File: src/rtl/pc_gen.sv
// Fetch-group program counter for the IFU head: picks flush / redirect /
// sequential / hold each cycle and presents the result to the I-cache, fully registered.
module pc_gen #(
  parameter int              XLEN        = 64,
  parameter int              FETCH_WIDTH = 1,
  parameter logic [XLEN-1:0] RESET_PC    = 64'h8000_0000,
  parameter int              EPOCH_W     = 2
) (
  input  logic               clk,
  input  logic               resetn,
  input  logic               stall,
  input  logic               flush,
  input  logic [XLEN-1:0]    csr_new_pc_i,
  input  logic               redirect_valid,
  input  logic [XLEN-1:0]    redirect_target,
  output logic               fetch_valid,
  input  logic               fetch_ready,
  output logic [XLEN-1:0]    fetch_pc,
  output logic [FETCH_WIDTH-1:0] fetch_mask,
  output logic               fetch_misaligned,
  output logic [EPOCH_W-1:0] fetch_epoch,
  output logic               dbg_state_o
);

  localparam int GB = 4 * FETCH_WIDTH;

  // Handshake: a request transfers on any rising edge where fetch_valid and
  // fetch_ready are both high; while fetch_valid && !fetch_ready the request is
  // held stable unless a flush, redirect or stall withdraws or replaces it.

  typedef enum logic {BOOT = 1'b0, RUN = 1'b1} state_e;

  state_e              state_q;
  logic                valid_q, valid_d;
  logic [XLEN-1:0]     pc_q, pc_d, seq_pc;
  logic [EPOCH_W-1:0]  epoch_q, epoch_d;
  logic [FETCH_WIDTH-1:0] mask_q;
  logic                mis_q;

  // Slot i of the group is live iff it sits at or after the entry slot.
  function automatic logic [FETCH_WIDTH-1:0] mask_of(input logic [XLEN-1:0] pc);
    logic [XLEN-1:0] slot;
    slot = (pc >> 2) & XLEN'(FETCH_WIDTH - 1);
    for (int i = 0; i < FETCH_WIDTH; i++) begin
      mask_of[i] = (XLEN'(i) >= slot);
    end
  endfunction

  assign seq_pc = (pc_q & ~XLEN'(GB - 1)) + XLEN'(GB);

  always_comb begin
    pc_d    = pc_q;
    epoch_d = epoch_q;
    if (flush) begin
      pc_d    = csr_new_pc_i;
      epoch_d = epoch_q + 1'b1;
    end else if (redirect_valid) begin
      pc_d    = redirect_target;
      epoch_d = epoch_q + 1'b1;
    end else if (valid_q && fetch_ready) begin
      pc_d = seq_pc;
    end
  end

  // BOOT always leaves after one cycle, so both states request unless stalled.
  assign valid_d = !stall;

  always_ff @(posedge clk or negedge resetn) begin
    if (!resetn) begin
      state_q <= BOOT;
      valid_q <= 1'b0;
      pc_q    <= RESET_PC;
      epoch_q <= '0;
      mask_q  <= mask_of(RESET_PC);
      mis_q   <= 1'b0;
    end else begin
      state_q <= RUN;
      valid_q <= valid_d;
      pc_q    <= pc_d;
      epoch_q <= epoch_d;
      mask_q  <= mask_of(pc_d);
      mis_q   <= (pc_d[1:0] != 2'b00);
    end
  end

  assign fetch_valid      = valid_q;
  assign fetch_pc         = pc_q;
  assign fetch_mask       = mask_q;
  assign fetch_misaligned = mis_q;
  assign fetch_epoch      = epoch_q;
  assign dbg_state_o      = state_q;

endmodule

File: config.mk
export PLATFORM = sky130hd
export DESIGN_NAME = pc_gen
export DESIGN_NICKNAME = d
export VERILOG_FILES = /design/src/rtl/pc_gen.sv
export SDC_FILE = /design/constraint.sdc
export NUM_CORES = 1
export LEC_CHECK = 0
export CORE_AREA = 3 3 130 132
export CTS_BUF_LIST = sky130_fd_sc_hd__clkbuf_4
export CTS_CLUSTER_DIAMETER = 200
export DETAILED_ROUTE_END_ITERATION = 8
export DIE_AREA = 0 0 133 135
export PLACE_DENSITY = 0.72
export SLEW_MARGIN = 15
export SYNTH_ARGS = -nofsm -noshare
export SYNTH_HDL_FRONTEND = slang
export SYNTH_SLANG_ARGS = --single-unit
File: constraint.sdc
create_clock -name clk -period 2 [get_ports clk]
set_input_delay 0.2 -clock clk [delete_from_list [all_inputs] [get_ports clk]]
set_output_delay 0.2 -clock clk [all_outputs]
set_load 0.05 [all_outputs]
==> results.yml <==
run_status:
  outcome: "finished with violations"
  violations: "setup timing"
global_routing:
  grt_start_max_net_pins: 83
  grt_use_met1: 0.323
  grt_util_met2: 0.347
  antenna_found_initial: 1
  grt_overflow: 0
  top_usage_layer: "met2"
  track_usage: 0.228
  use_met3: 0.0522
  grt_pass1_wl_mm: 32.2
  first_global_vias: 5673
logic_synthesis:
  synth_top_area_cell: "dfrtp_1"
  async_reset_ff_frac: 1.00
  syn_area_per_cell_sq_um: 8.26
  synthTopCellsByArea: "dfrtp_1 36%, a22oi_1 6.0%, xnor2_1 5.9%, nand2_1 5.6%, o21ai_0 4.2%"
  syn_inst: 572
  syn_area_sq_mm: 0.00472
  yosysUniqueCellTypes: 52
  yosysWarningCount: 0
  seq_area_frac_synth: 0.366
  synth-edff-count: 0
  yosys_register_bits: 69
  synth_flop_cell: "dfrtp_1"
  synth_top_area_frac: 0.360
finish:
  ff_latch_area_sq_mm: 0.00178
  final_cell_mix: "151 x clkdlybuf4s50_1, 107 x buf_4, 67 x nand2_1, 41 x dfrtp_2, 38 x a22oi_1"
  final_net_count: 1011
  drive_gt1_frac: 0.299
  nFillCells: 1429
  multi_input_area_sq_mm: 0.00340
  areaGrowthSynthToFinish_pct: 84.7
  instances_no_fill: 1098
  final_common_cell: "clkdlybuf4s50_1"
cts:
  clk_pin_slew_ps: 130
  cts-root-buf: "clkbuf_4"
  clock_path_buffers: 2
  cts_tree: "built"
  numCtsBuffers: 9
  cts.htree.levels: 3
  clk_latency_ps: 470
  clock_sinks: 69
floorplanning:
  ios: 204
  start_util: 0.298
  die_y_um: 135
  rows: 46
  dieArea_sq_mm: 0.0180
  core_sq_mm: 0.0158
  die_width_um: 133
pwr:
  power.internal_mw: 2.95
  p_leak_nw: 3.67
  seq_power_share: 0.352
  clkPwrFrac: 0.216
  pwr_density_cell_mw_per_mm2: 569
  comb_power_share: 0.433
  switching_share: 0.405
  vdd_drop_max_uv: 501
  netSwitchingPower_mw: 2.01
routing:
  num_vias: 5946
  drcViolationCount: 0
  vias_per_cell: 5.42
  drtAntennaViolNets: 0
  firstDrtPassIters: 5
  drt_first_iter_violations: 568
  wl_mm: 21.6
  post_drt_wl_per_cell_um: 19.6
placed_design:
  dpl_worst_slack_ps: -205
  io_buffers: 202
  routabilityCongestion: 0.953
  dp.cells: 1063
  dp_hpwl_mm: 16.2
timing:
  slew_viol_final: 0
  fmax_mhz: 489
  setup_viol: 6
  hold_violations: 0
  tightest_slew_ps: 560
  fin_skew_ps: 12.8
  maxSlewHeadroom: 0.628
  period_needed_ps: 2040
  fin_crit_sh: 1.02
  fin_ws_ps: -44.3
  rsz0062_at_grt: "yes"
hold_path:
  min-delay-path-class: "in2reg"
  min_from: "stall"
critical_path:
  critPathArrivalTime_ps: 2460
  path_max_fanout: 4
  worstSetupPathType: "reg2reg"
  end_kind: "flop"
  timing.rr.start: "fetch_pc[16]"
  crit_start: "fetch_pc[16]"
  critPathLaunchType: "flop"
  crit_required_ps: 2410
job:
  cap_violations: 0
-- per-stage QoR --
step	TNS, ps	utilization	power [mW]	instance area, sq um	hold slack [ps]
6_report	-115	0.551	4.96	8720	195
4_1_cts	-40.6	0.515	4.91	8140	184
3_3_place_gp	-512	0.498	3.86	7880	175
3_5_place_dp	-614	0.498	3.86	7880	172
2_1_floorplan	-713	-	2.83	4890	-95.6
5_1_grt	-2080	0.551	5.19	8720	200
-- metal layers --
metal  share of wire  wire, um
met1            0.45      9690
met2            0.45      9800
met3           0.078      1690
met4           0.018       382
met5               0         0
-- sequential cells by signal, summed over array words and instances, names as in the netlist --
| register | cells |
|---|---|
| fetch_pc | 64 |
| fetch_epoch | 2 |
| dbg_state_o | 1 |
| fetch_misaligned | 1 |
| fetch_valid | 1 |
-- worst paths after layout --
kind	to	slack [ps]	cells after the start
worst max register to register	fetch_pc[62]	-40	6
max in group asynchronous	fetch_pc[15]	1190	3
worst min register to register	fetch_epoch[1]	500	1
worst max-delay path	fetch_pc[62]	-40	6
min in group asynchronous	fetch_pc[50]	210	2
worst min-delay path	fetch_valid	200	2
-- power by group through the flow --
stage	logic, mW	clock network [mW]	registers [mW]
3_5_place_dp	2.10	0	1.76
3_3_place_gp	2.10	0	1.76
5_1_grt	2.27	1.15	1.77
2_1_floorplan	0.481	0	2.35
4_1_cts	2.08	1.10	1.74
6_report	2.15	1.07	1.74
-- what timing repair did --
item / 4_1_cts / 5_1_grt
setup endpoints to repair: 51 / 52
pin swaps: 9 / 60
setup buffers: 4 / 14
hold buffers: 1 / 0
gates resized for setup: 51 / 107
hold endpoints to repair: 28 / 0
-- kinds of logic after synthesis --
| logic type | share of synthesized area |
|---|---|
| AO/OA/AOI/OAI | 0.228 |
| adder cells (fa/ha/maj) | 0.00265 |
| buffers and inverters | 0.0397 |
| AND/OR/NAND/NOR | 0.261 |
| XOR/XNOR | 0.0872 |
| flip-flops | 0.366 |
| other | 0.000794 |
| multiplexers | 0.0151 |
-- critical path, stage by stage (launching register included) --
cell and delay [ps]:
dfrtp_2 380, nand4_1 270, nor3_4 280, nand2_2 80, or4_4 490, or4_4 420
nand3_2 80
-- cell type report --
type	instances	share of cell area
Tap cell	216	0.0310
Timing Repair Buffer	328	0.352
Antenna cell	1	0.000287
Multi-Input combinational cell	458	0.390
Clock buffer	9	0.00775
Clock inverter	7	0.0103
Inverter	10	0.00430
Sequential cell	69	0.204
-- synth_stat cells, drive strengths merged (6+ instances only) --
library cell / n
nand2: 70
dfrtp: 68
o21ai: 40
a22oi: 38
nand3: 37
a21oi: 35
xnor2: 32
nor2: 31
clkbuf: 25
nand4: 24
nor4: 18
and3: 16
xor2: 15
nor3: 13
o221ai: 12
buf: 11
inv: 10
nand2b: 10
o22ai: 9
a32o: 7
and2: 6
mux2i: 6
o31ai: 6
(Power assumes the default switching activity.)
